### src/rtl/ov5640_frame_ctrl.sv
// Frame capture controller for an OV5640 feeding a double-buffered SDRAM frame store.
// Discards settling frames, writes whole frames into one bank and swaps banks on good frames.
module ov5640_frame_ctrl #(
    parameter int SETTLE_FRAMES = 10,
    parameter int FRAME_WORDS   = 786432,
    parameter int ADDR_W        = 20
) (
    input  logic              clk,
    input  logic              rst,
    input  logic              cfg_done,
    input  logic              init_done,
    input  logic              vsync,
    input  logic              pix_valid,
    input  logic              rd_lock,
    output logic              cap_en,
    output logic              sdram_wr_en,
    output logic [ADDR_W:0]   sdram_wr_addr,
    output logic              rd_bank,
    output logic              frame_done,
    output logic              frame_err,
    output logic [7:0]        drop_cnt,
    output logic [7:0]        err_cnt
);

    localparam int SET_W = $clog2(SETTLE_FRAMES + 2);
    // One extra bit so the offset can sit at FRAME_WORDS even when it equals 2^ADDR_W.
    localparam int OFF_W = ADDR_W + 1;
    localparam logic [OFF_W-1:0] FRAME_WORDS_V = OFF_W'(FRAME_WORDS);
    localparam logic [SET_W-1:0] SETTLE_LAST   = SET_W'(SETTLE_FRAMES - 1);

    typedef enum logic [1:0] {
        IDLE    = 2'd0,
        SETTLE  = 2'd1,
        ARM     = 2'd2,
        CAPTURE = 2'd3
    } state_t;

    state_t             state_reg;
    logic               vsync_d_reg;
    logic [SET_W-1:0]   settle_cnt_reg;
    logic [OFF_W-1:0]   offset_reg;
    logic               overrun_reg;
    logic               wr_bank_reg;
    logic               rd_bank_reg;
    logic               cap_en_reg;
    logic               frame_done_reg;
    logic               frame_err_reg;
    logic [7:0]         drop_cnt_reg;
    logic [7:0]         err_cnt_reg;

    logic vs_rise;
    logic run_ok;
    logic word_ok;
    logic frame_good;

    assign vs_rise    = vsync & ~vsync_d_reg;
    assign run_ok     = cfg_done & init_done;
    assign word_ok    = offset_reg < FRAME_WORDS_V;
    assign frame_good = (offset_reg == FRAME_WORDS_V) && !overrun_reg;

    // The write strobe follows pix_valid in the same cycle so no pixel buffering is needed.
    assign sdram_wr_en   = (state_reg == CAPTURE) && pix_valid && word_ok;
    assign sdram_wr_addr = {wr_bank_reg, offset_reg[ADDR_W-1:0]};
    assign cap_en        = cap_en_reg;
    assign rd_bank       = rd_bank_reg;
    assign frame_done    = frame_done_reg;
    assign frame_err     = frame_err_reg;
    assign drop_cnt      = drop_cnt_reg;
    assign err_cnt       = err_cnt_reg;

    always_ff @(posedge clk or posedge rst) begin
        if (rst) begin
            state_reg      <= IDLE;
            vsync_d_reg    <= 1'b0;
            settle_cnt_reg <= '0;
            offset_reg     <= '0;
            overrun_reg    <= 1'b0;
            wr_bank_reg    <= 1'b0;
            rd_bank_reg    <= 1'b0;
            cap_en_reg     <= 1'b0;
            frame_done_reg <= 1'b0;
            frame_err_reg  <= 1'b0;
            drop_cnt_reg   <= '0;
            err_cnt_reg    <= '0;
        end else begin
            vsync_d_reg    <= vsync;
            frame_done_reg <= 1'b0;
            frame_err_reg  <= 1'b0;
            // Losing camera or SDRAM readiness abandons the partial frame silently.
            if (state_reg != IDLE && !run_ok) begin
                state_reg  <= IDLE;
                cap_en_reg <= 1'b0;
            end else begin
                case (state_reg)
                    IDLE: begin
                        if (run_ok) begin
                            state_reg      <= SETTLE;
                            settle_cnt_reg <= '0;
                        end
                    end
                    SETTLE: begin
                        if (SETTLE_FRAMES == 0) begin
                            state_reg <= ARM;
                        end else if (vs_rise) begin
                            if (settle_cnt_reg == SETTLE_LAST)
                                state_reg <= ARM;
                            else
                                settle_cnt_reg <= settle_cnt_reg + 1'b1;
                        end
                    end
                    ARM: begin
                        if (vs_rise) begin
                            state_reg   <= CAPTURE;
                            offset_reg  <= '0;
                            overrun_reg <= 1'b0;
                            cap_en_reg  <= 1'b1;
                        end
                    end
                    CAPTURE: begin
                        if (vs_rise) begin
                            if (frame_good && !rd_lock) begin
                                rd_bank_reg    <= wr_bank_reg;
                                wr_bank_reg    <= ~wr_bank_reg;
                                frame_done_reg <= 1'b1;
                            end else if (frame_good) begin
                                if (drop_cnt_reg != 8'hFF)
                                    drop_cnt_reg <= drop_cnt_reg + 1'b1;
                            end else begin
                                frame_err_reg <= 1'b1;
                                if (err_cnt_reg != 8'hFF)
                                    err_cnt_reg <= err_cnt_reg + 1'b1;
                            end
                            offset_reg  <= '0;
                            overrun_reg <= 1'b0;
                        end else if (pix_valid) begin
                            if (word_ok)
                                offset_reg <= offset_reg + 1'b1;
                            else
                                overrun_reg <= 1'b1;
                        end
                    end
                    default: state_reg <= IDLE;
                endcase
            end
        end
    end

endmodule

### config.mk
export PLATFORM = sky130hd
export DESIGN_NAME = ov5640_frame_ctrl
export DESIGN_NICKNAME = d
export VERILOG_FILES = /design/src/rtl/ov5640_frame_ctrl.sv
export SDC_FILE = /design/constraint.sdc
export NUM_CORES = 1
export LEC_CHECK = 0
export CAP_MARGIN = 20
export CORE_MARGIN = 2
export CORE_UTILIZATION = 55
export CTS_CLUSTER_SIZE = 10
export DETAILED_ROUTE_END_ITERATION = 10
export DONT_BUFFER_PORTS = 1
export PLACE_DENSITY = 0.84
export SYNTH_ARGS = -nofsm -noshare
export SYNTH_HDL_FRONTEND = slang
export SYNTH_SLANG_ARGS = --single-unit
### constraint.sdc
create_clock -name clk -period 2 [get_ports clk]
set_clock_uncertainty 0.05 [all_clocks]
set_input_delay 0.2 -clock clk [delete_from_list [all_inputs] [get_ports clk]]
set_output_delay 0.2 -clock clk [all_outputs]
set_load 0.005 [all_outputs]
Word-level counts from Yosys, hierarchy flattened
Index checks and enable logic that the tools add are counted.
{ "word_totals": {"reg_bits": 50, "in_bits": 7, "out_inout_bits": 42, "wordCells": 97} }
{ "classes": {"addsub": 4, "n_lt_le_gt_ge": 1, "eq_ne": 18, "n_mux": 32, "bitwise": 7, "n_reduce_logical": 23} }
{ "op_table": {"columns": ["cell", "n"], "rows": [
  ["21-bit two-way mux", 4],
  ["21-bit case mux with 2 select lines", 1],
  ["21-bit by 1-bit adder with 21-bit output, second input constant", 1],
  ["21-bit by 20-bit == test with 1-bit output, second input constant", 1],
  ["21-bit by 20-bit < comparator with 1-bit output, second input constant", 1],
  ["3-bit inequality test, second input constant", 7],
  ["5-bit AND reduction", 4],
  ["8-bit by 1-bit adder with 8-bit output, second input constant", 2],
  ["1-bit two-way mux", 16],
  ["8-bit inequality test, second input constant", 2],
  ["4-bit two-way mux", 3],
  ["6-bit AND reduction", 2],
  ["2-bit two-way mux", 5],
  ["2-bit nonzero test", 5],
  ["2-bit inequality test, second input constant", 4],
  ["4-bit case mux with 2 select lines", 1],
  ["2-bit case mux with 3 select lines", 1],
  ["1-bit logical AND", 5],
  ["1-bit NOT", 5],
  ["4-bit by 1-bit adder with 4-bit output, second input constant", 1],
  ["2-bit == test, second input constant", 2],
  ["4-bit == test, second input constant", 1],
  ["4-bit AND reduction", 1],
  ["4-bit nonzero test", 1],
  ["6 further kinds", 9]
]} }

Logic depth before layout (Yosys ltp)
Gate-level depths: netlist of the first run.
{ "depth": {"ltp_word": 7, "depth_mapped": 9} }

Worst setup path after synthesis of the first run
OpenSTA, ideal clock, no wires.
{ "synth_timing": {"path_type": "flip-flop to flip-flop", "start": "register state_reg[1]", "end": "register offset_reg[10]", "setup_ps": 132, "arrival_ps": 1893, "slack_ps": -75, "path_stages_with_launch": 9, "n_path_buf": 2, "period_less_slack_ps": 2075, "path_cell_list": "dfrtp_1 inv_1 ha_1 a21o_1 o21ai_0 clkbuf_1 nor2_1 clkbuf_1 nor2_1"} }
{ "synth_via": {"elab_chain_len": 4, "word_cells_on_any_way": 11} }
{ "synth_rtl": {"columns": ["element", "line_no", "text"], "rows": [
  ["start: declaration", "38", "state_t state_reg;"],
  ["start signal: assignment", "73", "state_reg <= IDLE;"],
  ["start signal: assignment", "91", "state_reg <= IDLE;"],
  ["start signal: assignment", "97", "state_reg <= SETTLE;"],
  ["branches (longest 4 deep; another with 5-bit AND reduction)", null, null],
  ["end signal: assignment", "137", "offset_reg <= offset_reg + 1'b1;"],
  ["end: declaration", "41", "logic [OFF_W-1:0] offset_reg;"]
]} }
Parallel ways; which one is timed is not known.
A chain may end at the register's enable or synchronous reset.

Worst setup path in the final report of the first run
{ "layout_timing": {"start": "register offset_reg[0]", "end": "register drop_cnt_reg[5] (netlist: drop_cnt[5])"} }
{ "layout_via": {"elab_chain_len": 5} }
{ "layout_rtl": {"columns": ["element", "line_no", "text"], "rows": [
  ["21-bit by 20-bit == test with 1-bit output *", "59", "assign frame_good = (offset_reg == FRAME_WORDS_V) && !overrun_reg;"],
  ["1-bit logical AND *", "59", null],
  ["1-bit logical AND", "121", "if (frame_good && !rd_lock) begin"],
  ["1-bit NOT (no source line)", null, null],
  ["6-bit AND reduction (no source line) *", null, null],
  ["end signal: assignment", "127", "drop_cnt_reg <= drop_cnt_reg + 1'b1;"],
  ["end: declaration", "48", "logic [7:0] drop_cnt_reg;"]
]} }
Mark *: on every way between the ends. The rest lies on a longest branch, timed or not.

==> flow_metrics.env, run 1 <==
export IMPL_nNetsFinal=325
export IMPL_drive_gt1_frac=0.269
export IMPL_antenna_found_initial=0
export IMPL_post_drt_wl_per_cell_um=16.8
export IMPL_hold_viol_final=0
export IMPL_num_antenna_cells=0
export IMPL_cts_tree="built"
export IMPL_cts_root_buf="clkbuf_8"
export IMPL_worstPathMaxFanout=7
export IMPL_start_util=0.562
export IMPL_maxSlewHeadroom=0.592
export IMPL_synthTopCellsByCount="dfrtp_1 (50), nor2_1 (26), xnor2_1 (24), buf_4 (21), nand3_1 (16)"
export IMPL_post_place_ws_ns=-0.0513
export IMPL_intPower_mw=1.85
export IMPL_p_clk_frac=0.215
export IMPL_max_cap_viol_count=0
export IMPL_layout_min_cycle_time_ns=1.97
export IMPL_clkTransAtPathRegs_ns=0.10
export IMPL_cp_required_ns=2.14
export IMPL_rrSetupSlack_ns=0.03
export IMPL_r2r_start="offset_reg[0]"
export IMPL_die_area_sq_um=5710
export IMPL_die_y_um=75.5
export IMPL_drt_pass1_iter_count=4
export IMPL_fp_row_count=26
export IMPL_hold_class="input pin to flip-flop"
export IMPL_port_buffers=0
export IMPL_drtIter0Drc=169
export IMPL_crit_path_start="offset_reg[0]"
export IMPL_crit_arrival_ns=2.11
export IMPL_status="completed"
export IMPL_fillCellCount=394
export IMPL_ir_drop_mv=0.559
export IMPL_drt_vias_per_instance=5.84
export IMPL_reg2regPathDepth=8
export IMPL_grt_overflow=0
export IMPL_critPathCapture="drop_cnt[5]"
export IMPL_coreArea_sq_um=5010
export IMPL_p_leak_nw=1.47
export IMPL_ys_flop_type="dfrtp_1"
export IMPL_ys_seq_area_frac=0.444
export IMPL_seqPwrFrac=0.436
export IMPL_synth_top_cell_area_share=0.444
export IMPL_synthTopCellsByArea="dfrtp_1 (44%), xnor2_1 (7.5%), buf_4 (5.6%)"
export IMPL_dp_cells=365
export IMPL_p_per_area_nw_per_um2=873
export IMPL_numClockSinks=50
export IMPL_io_pins=49
export IMPL_area_delta_synth_final_pct=16.3
export IMPL_end_kind="flip-flop"
export IMPL_drv_slew=0
export IMPL_synth_cell_area_sq_um=2820
export IMPL_largest_reg_flops=21
export IMPL_cts_buffer_depth=2
export IMPL_synth_distinct_cells=44
export IMPL_grt_pass1_wl_um=9940
export IMPL_dp_hpwl_um=4580
export IMPL_max_freq_ghz=0.508
export IMPL_crit_type="flip-flop to flip-flop"
export IMPL_cts_buffers=5
export IMPL_fin_crit_sh=0.985
export IMPL_first_global_vias=2164
export IMPL_place_congestion=0.868
export IMPL_ys_warn_count=0
export IMPL_syn_nets=298
export IMPL_routed_wl_um=6360
export IMPL_die_w_um=75.5
export IMPL_fin_tns_setup_ns=0
export IMPL_grt_start_max_net_pins=51
export IMPL_grt_setup_unrepaired="true"
export IMPL_reg2reg_to="drop_cnt[5]"
export IMPL_grt_util_all_layers=0.232
export IMPL_synth_top_area_cell="dfrtp_1"
export IMPL_switching_share=0.352
export IMPL_p_comb_frac=0.349
export IMPL_final_core_util=0.654
export IMPL_htreeDepth=2
export IMPL_post_synth_top_count_cell="dfrtp_1"
export IMPL_async_flop_share=1.00
export IMPL_worstSkewPairLatency_ns=0.31
export IMPL_setup_viol=0
export IMPL_synth_cells=281
export IMPL_syn_area_per_cell_sq_um=10.0
export IMPL_postRouteAntennaNets=0
export IMPL_synth_edff_count=0
export IMPL_power_switching_mw=1.01
export IMPL_finalWorstSetupSlack_ns=0.0301
export IMPL_cp_start_kind="flip-flop"
export IMPL_stdcell_count=379
export IMPL_worstMarginPinSlew_ns=0.612
export IMPL_drc_errors=0
export IMPL_vias=2212
export IMPL_synth_ff_latch_count=50
## cell families (layout without fill, tap and decap cells)
group	after synthesis	in the layout	synth area share
multiplexers	9	9	0.0347
AO/OA/AOI/OAI	28	28	0.0693
adder cells (fa/ha/maj)	10	10	0.0444
buffers and inverters	34	62	0.0738
flip-flops	50	50	0.444
AND/OR/NAND/NOR	123	123	0.249
XOR/XNOR	27	27	0.0840
## worst min-delay path by stage
stage	cells past startpoint	end	startpoint	slack [ns]
2_1_floorplan	0	vsync_d_reg	vsync	0.18
3_3_place_gp	0	vsync_d_reg	vsync	0.18
3_5_place_dp	0	vsync_d_reg	vsync	0.18
4_1_cts	2	frame_done	rd_lock	0.01
5_1_grt	2	frame_done	rd_lock	0.02
6_report	2	frame_done	rd_lock	0.02
## per-stage QoR
step           hold WS, ns  power [mW]  instance area, sq um
6_report            0.0216        2.86                  3270
5_1_grt             0.0202        3.02                  3270
4_1_cts             0.0136        2.82                  3190
3_5_place_dp         0.182        2.14                  3040
3_3_place_gp         0.182        2.08                  3040
2_1_floorplan        0.181        1.83                  2830
## per-layer routing
layer  wire length [um]  GRT usage
met1               2540      0.291
met2               3040      0.369
met3                600     0.0741
met4                174      0.103
met5                  0          0
## repair_timing
item / CTS / global route
resized for setup: 6 / 13
hold buffers: 2 / 0
pin swaps: 0 / 4
setup endpoints to repair: 25 / 18
buffers inserted: 2 / 2
hold endpoints to repair: 51 / 0
## final cells by class
| class | instances | area [sq um] | share of cell area |
|---|---|---|---|
| sequential | 50 | 1250 | 0.382 |
| timing repair buffer | 46 | 350 | 0.107 |
| clock inverter | 3 | 22.5 | 0.00688 |
| tap | 70 | 87.6 | 0.0267 |
| multi-input combinational | 197 | 1460 | 0.447 |
| inverter | 8 | 30.0 | 0.00917 |
| clock buffer | 5 | 68.8 | 0.0210 |
## power by group through the flow
stage                     clock network [mW]  logic [mW]  registers (mW)
after global placement                     0       0.829            1.25
after floorplan                            0       0.575            1.25
after detailed placement                   0       0.874            1.26
final                                  0.615       0.997            1.25
after global routing                   0.657        1.10            1.26
after CTS                              0.633       0.943            1.24
## critical path, cell delays in order (launching register included)
cell,delay (ns)
dfrtp_1,0.41
inv_2,0.06
ha_1,0.13
nor4b_4,0.28
nand4_4,0.17
nor4_4,0.28
buf_4,0.19
nand4_1,0.12
xnor2_1,0.15
## placed cells by master, fill, tap and decap left out, types with 2 or more instances in the layout
| cell | n |
|---|---|
| a21oi_1 | 5 |
| a21oi_2 | 2 |
| a22o_1 | 5 |
| and3_1 | 8 |
| and4_1 | 4 |
| buf_4 | 44 |
| clkbuf_8 | 5 |
| dfrtp_1 | 50 |
| dlygate4sd3_1 | 2 |
| ha_1 | 7 |
| ha_2 | 3 |
| inv_1 | 5 |
| inv_2 | 3 |
| inv_6 | 2 |
| mux2_2 | 6 |
| mux2i_1 | 3 |
| nand2_1 | 15 |
| nand2b_1 | 2 |
| nand3_1 | 15 |
| nand4_1 | 12 |
| nor2_1 | 25 |
| nor2b_1 | 2 |
| nor3_1 | 13 |
| nor4_1 | 2 |
| nor4_2 | 5 |
| nor4_4 | 3 |
| nor4b_1 | 2 |
| o211ai_1 | 2 |
| o21ai_0 | 5 |
| o31ai_1 | 2 |
| or2_1 | 2 |
| or3_1 | 2 |
| or4_1 | 2 |
| xnor2_1 | 24 |
| xor2_1 | 3 |
Note: power is estimated with default switching activity, not from simulation.
==> run 2: changes to the inputs <==
--- a/config.mk
+++ b/config.mk
@@ -6,6 +6,7 @@
 export NUM_CORES = 1
 export LEC_CHECK = 0
 export CAP_MARGIN = 20
+export CORE_ASPECT_RATIO = 1.75
 export CORE_MARGIN = 2
 export CORE_UTILIZATION = 55
 export CTS_CLUSTER_SIZE = 10
==> run 2 against run 1 <==
Power grew 7.4%. Routed wire length rose by 6.6%. Largest cell class unchanged. Sequential power hardly changed. Cell area grew 2.9%. First-iteration DRC count shrank 39%. Critical path type unchanged. Sequential share of layout area decreased by 1.1 points. Via count is 2.4% higher. Worst hold slack better by 0.012 ns.
==> flow_metrics.env, run 2 (synthesis results as in run 1) <==
export IMPL_status="completed"
export IMPL_numClockSinks=50
export IMPL_drtIter0Drc=103
export IMPL_place_congestion=0.846
export IMPL_p_per_area_nw_per_um2=912
export IMPL_layout_commonest_cell="dfrtp_1"
export IMPL_crit_type="flip-flop to flip-flop"
export IMPL_max_freq_ghz=0.510
export IMPL_cts_buffer_depth=2
export IMPL_coreArea_sq_um=4930
export IMPL_fp_row_count=34
export IMPL_fin_crit_sh=0.980
export IMPL_cts_tree="built"
export IMPL_cp_top_family="simple AND/OR/NAND/NOR gates"
export IMPL_postRouteAntennaNets=0
export IMPL_crit_chain="buf_4 > ha_4 > nor2b_4 > a21oi_2 > or2_4 > or4_4 > a21oi_2"
export IMPL_hold_class="input pin to flip-flop"
export IMPL_p_comb_frac=0.361
export IMPL_worstMarginPinSlew_ns=0.548
export IMPL_hold_viol_final=0
export IMPL_post_place_ws_ns=-0.0818
export IMPL_crit_slowest_cell="or4_4"
export IMPL_largest_reg_flops=21
export IMPL_rrSetupSlack_ns=0.04
export IMPL_fin_area_sq_um=3370
export IMPL_drc_errors=0
export IMPL_worstPathMaxFanout=4
export IMPL_cts_buffers=5
export IMPL_maxSlewHeadroom=0.631
export IMPL_ir_drop_mv=1.02
export IMPL_post_drt_wl_per_cell_um=18.6
export IMPL_drt_pass1_iter_count=4
export IMPL_die_w_um=58.1
export IMPL_drt_vias_per_instance=6.20
export IMPL_routed_wl_um=6780
export IMPL_port_buffers=0
export IMPL_p_leak_nw=1.51
export IMPL_nNetsFinal=328
export IMPL_io_pins=49
export IMPL_switching_share=0.335
export IMPL_vias=2264
export IMPL_grt_start_max_net_pins=25
export IMPL_final_core_util=0.683
export IMPL_start_util=0.570
export IMPL_area_delta_synth_final_pct=19.6
export IMPL_power_switching_mw=1.03
export IMPL_grt_overflow=0
export IMPL_fin_tns_setup_ns=0
export IMPL_crit_arrival_ns=2.15
export IMPL_setup_viol=0
export IMPL_grt_util_all_layers=0.248
export IMPL_layout_common_cells="dfrtp_1 (50), buf_4 (45), nor2_1 (25), xnor2_1 (24), nand2_1 (15)"
export IMPL_htreeDepth=2
export IMPL_drv_slew=0
export IMPL_finalWorstSetupSlack_ns=0.0403
export IMPL_intPower_mw=2.04
export IMPL_worstSkewPairLatency_ns=0.31
export IMPL_num_antenna_cells=0
export IMPL_grt_pass1_wl_um=11000
export IMPL_end_kind="flip-flop"
export IMPL_dp_hpwl_um=4880
export IMPL_grt_setup_unrepaired="true"
export IMPL_layout_min_cycle_time_ns=1.96
export IMPL_drive_gt1_frac=0.296
export IMPL_cpPeakStageDelay_ns=0.51
export IMPL_p_total_mw=3.07
export IMPL_clkTransAtPathRegs_ns=0.09
export IMPL_place_area_sq_um=3060
export IMPL_seqPwrFrac=0.399
export IMPL_cp_required_ns=2.19
export IMPL_first_global_vias=2341
export IMPL_antenna_found_initial=0
export IMPL_die_y_um=98.6
export IMPL_die_area_sq_um=5730
export IMPL_cts_root_buf="clkbuf_8"
export IMPL_path_buf_inv=1
export IMPL_p_clk_frac=0.240
export IMPL_cp_start_kind="flip-flop"
export IMPL_max_cap_viol_count=0
export IMPL_cp_common_cell="a21oi_2"
run 2: cell types whose count changed in the layout (fill, tap and decap cells not counted), moves of 2 or more:
| cell | before | now |
|---|---|---|
| ha_4 | 0 | 3 |
| a21oi_1 | 5 | 3 |
| a21oi_2 | 2 | 4 |
| buf_6 | 0 | 2 |
| ha_2 | 3 | 1 |
| inv_6 | 2 | 0 |
run 2: path summary, 6_finish.rpt:
check | end | depth (start not counted) | start
worst max register to register | offset_reg[15] | 7 | state_reg[1]
min in group asynchronous | settle_cnt_reg[3] | 2 | rst
worst min register to register | drop_cnt[7] | 1 | drop_cnt[7]
worst min-delay path | frame_done | 2 | rd_lock
max in group asynchronous | offset_reg[15] | 3 | rst
worst max-delay path | offset_reg[15] | 7 | state_reg[1]
run 2: what timing repair did:
item,CTS,global route
hold endpoints to repair,51,0
pin swaps,2,1
setup buffers,1,0
gates resized for setup,9,24
setup endpoints to repair,21,21
hold buffers,2,0
run 2: layer usage:
layer  vias to the layer above  track usage  part of all wire
li1                       1040            -                 -
met1                      1134        0.267              0.36
met2                        67        0.437              0.54
met3                        23       0.0643             0.053
met4                         0        0.116             0.040
met5                         -            0                 0
run 2: layout make-up:
class | count | area (sq um)
Clock inverter | 1 | 30.0
Sequential cell | 50 | 1250
Timing Repair Buffer | 49 | 380
Clock buffer | 6 | 82.6
Inverter | 8 | 30.0
Tap cell | 54 | 67.6
Multi-Input combinational cell | 197 | 1530
Fill cell | 367 | 1570
run 2: metrics by stage:
step                      cells  hold slack, ns
after floorplan             281           0.181
after global placement      355         -0.0608
after detailed placement    355         -0.0603
after CTS                   365          0.0243
after global routing        365          0.0218
final                       365          0.0338
run 2: power groups by stage:
stage | Clock, mW | Sequential (mW) | Combinational (mW)
after floorplan | 0 | 1.25 | 0.575
after CTS | 0.743 | 1.22 | 1.02
after global routing | 0.774 | 1.24 | 1.22
after global placement | 0 | 1.23 | 0.882
after detailed placement | 0 | 1.24 | 0.919
final | 0.736 | 1.23 | 1.11
==> run 3: changes to the inputs <==
--- a/config.mk
+++ b/config.mk
@@ -6,13 +6,13 @@
 export NUM_CORES = 1
 export LEC_CHECK = 0
 export CAP_MARGIN = 20
-export CORE_ASPECT_RATIO = 1.75
+export CORE_ASPECT_RATIO = 0.75
 export CORE_MARGIN = 2
 export CORE_UTILIZATION = 55
 export CTS_CLUSTER_SIZE = 10
 export DETAILED_ROUTE_END_ITERATION = 10
 export DONT_BUFFER_PORTS = 1
-export PLACE_DENSITY = 0.84
+export PLACE_DENSITY = 0.81
 export SYNTH_ARGS = -nofsm -noshare
 export SYNTH_HDL_FRONTEND = slang
 export SYNTH_SLANG_ARGS = --single-unit
==> constraint.sdc (replaced) <==
create_clock -name clk -period 2.14 [get_ports clk]
set_clock_uncertainty 0.05 [all_clocks]
set_input_delay 0.214 -clock clk [delete_from_list [all_inputs] [get_ports clk]]
set_output_delay 0.214 -clock clk [all_outputs]
set_load 0.005 [all_outputs]
==> run 3 against run 2 <==
Combinational power shrank 19%. Sequential cell count is the same. Global-route usage shrank 1.4 points. Worst hold slack gained 0.031 ns. Largest power group unchanged.
==> flow_metrics.env, run 3 (synthesis results as in run 1) <==
export IMPL_cp_top_family="simple AND/OR/NAND/NOR gates"
export IMPL_numClockSinks=50
export IMPL_intPower_mw=1.72
export IMPL_die_area_sq_um=5710
export IMPL_setup_viol=0
export IMPL_clkTransAtPathRegs_ns=0.09
export IMPL_coreArea_sq_um=4900
export IMPL_p_clk_frac=0.215
export IMPL_grt_overflow=0
export IMPL_layout_min_cycle_time_ns=2.07
export IMPL_port_buffers=0
export IMPL_grt_pass1_wl_um=10400
export IMPL_cts_root_buf="clkbuf_8"
export IMPL_largest_reg_flops=21
export IMPL_dp_cells=349
export IMPL_cts_tree="built"
export IMPL_start_util=0.575
export IMPL_worstMarginPinSlew_ns=0.512
export IMPL_first_global_vias=2143
export IMPL_fin_crit_sh=0.966
export IMPL_power_switching_uw=905
export IMPL_hold_viol_final=0
export IMPL_drv_slew=0
export IMPL_max_cap_viol_count=0
export IMPL_drt_pass1_iter_count=4
export IMPL_io_pins=49
export IMPL_htreeDepth=2
export IMPL_stdcell_count=361
export IMPL_num_antenna_cells=0
export IMPL_hold_class="input pin to flip-flop"
export IMPL_post_drt_wl_per_cell_um=17.5
export IMPL_antenna_found_initial=0
export IMPL_layout_common_cells="dfrtp_1 (50), buf_4 (35), nor2_1 (26), xnor2_1 (24)"
export IMPL_cpPeakStageDelay_ns=0.49
export IMPL_routed_wl_um=6310
export IMPL_p_per_area_nw_per_um2=828
export IMPL_fin_tns_setup_ns=0
export IMPL_path_buf_inv=1
export IMPL_p_comb_frac=0.341
export IMPL_cp_required_ns=2.28
export IMPL_crit_type="flip-flop to flip-flop"
export IMPL_place_area_sq_um=2980
export IMPL_end_kind="flip-flop"
export IMPL_drc_errors=0
export IMPL_dp_hpwl_um=4580
export IMPL_fin_area_sq_um=3170
export IMPL_seqPwrFrac=0.444
export IMPL_die_w_um=86.6
export IMPL_grt_start_max_net_pins=51
export IMPL_postRouteAntennaNets=0
export IMPL_fp_row_count=22
export IMPL_p_leak_nw=1.44
export IMPL_vias=2162
export IMPL_cp_start_kind="flip-flop"
export IMPL_cts_buffers=5
export IMPL_worstSkewPairLatency_ns=0.30
export IMPL_cts_buffer_depth=2
export IMPL_max_freq_ghz=0.484
export IMPL_grt_util_all_layers=0.233
export IMPL_status="completed"
export IMPL_p_total_mw=2.63
export IMPL_place_congestion=0.876
export IMPL_ir_drop_mv=0.659
export IMPL_area_delta_synth_final_pct=12.6
export IMPL_crit_arrival_ns=2.21
export IMPL_drtIter0Drc=125
export IMPL_switching_share=0.345
export IMPL_crit_slowest_cell="nor4_2"
export IMPL_drive_gt1_frac=0.219
export IMPL_die_y_um=66.0
export IMPL_layout_commonest_cell="dfrtp_1"
export IMPL_worstPathMaxFanout=8
export IMPL_maxSlewHeadroom=0.655
export IMPL_nNetsFinal=317
export IMPL_crit_chain="nor4_2 > nand4_4 > nor4_4 > buf_4 > mux2_2"
export IMPL_drt_vias_per_instance=5.99
run 3: cell types whose count changed in the layout (fill, tap and decap cells not counted), sizes merged:
cell / delta
buf: -11
bufinv: -1
clkinv: +1
clkbuf: +1
run 3: per-stage QoR:
step / worst slack (ns) / utilization / hold WS (ns)
floorplan: 0.0648 / - / 0.195
global placement: 0.0505 / 0.608 / 0.115
detailed placement: -0.0335 / 0.608 / 0.121
CTS: 0.0138 / 0.633 / 0.0528
global route: -0.0169 / 0.647 / 0.0605
finish: 0.0733 / 0.647 / 0.0649
run 3: what timing repair did:
action | CTS | global route
hold buffers | 2 | 0
resized for setup | 0 | 12
setup buffers | 1 | 1
setup endpoints to repair | 5 | 17
endpoints found under the hold margin | 51 | 0
run 3: power groups by stage:
stage                     registers [mW]  logic [mW]  clock network [mW]
final                               1.17       0.895               0.563
after global routing                1.18       0.998               0.615
after CTS                           1.17       0.809               0.575
after detailed placement            1.19       0.780                   0
after global placement              1.17       0.743                   0
after floorplan                     1.17       0.527                   0
run 3: final timing paths:
check	start	to	slack [ns]	depth (start not counted)
setup / recovery	offset_reg[12]	drop_cnt[1]	0.07	5
hold / removal	rd_lock	frame_done	0.06	2
max in group asynchronous	rst	err_cnt[3]	1.45	3
min in group asynchronous	rst	state_reg[0]	0.35	3
hold reg to reg	wr_bank_reg	wr_bank_reg	0.46	1
setup reg to reg	offset_reg[12]	drop_cnt[1]	0.07	5
run 3: layout make-up:
| class | instances | area, sq um |
|---|---|---|
| Clock inverter | 1 | 5.00 |
| Inverter | 8 | 30.0 |
| Timing Repair Buffer | 38 | 303 |
| Multi-Input combinational cell | 197 | 1420 |
| Fill cell | 400 | 1730 |
| Tap cell | 60 | 75.1 |
| Sequential cell | 50 | 1250 |
| Clock buffer | 7 | 86.3 |
run 3: metal layers:
metal | wire [um] | track usage | part of all wire
met5 | 0 | 0 | 0
met4 | 29 | 0.0527 | 0.0046
met3 | 520 | 0.0836 | 0.082
met2 | 3020 | 0.387 | 0.48
met1 | 2730 | 0.294 | 0.43
run 3: worst reg2reg max path, stage by stage (launching register included):
cell	delay [ns]
dfrtp_1	0.40
nor4_2	0.49
nand4_4	0.20
nor4_4	0.29
buf_4	0.19
mux2_2	0.33
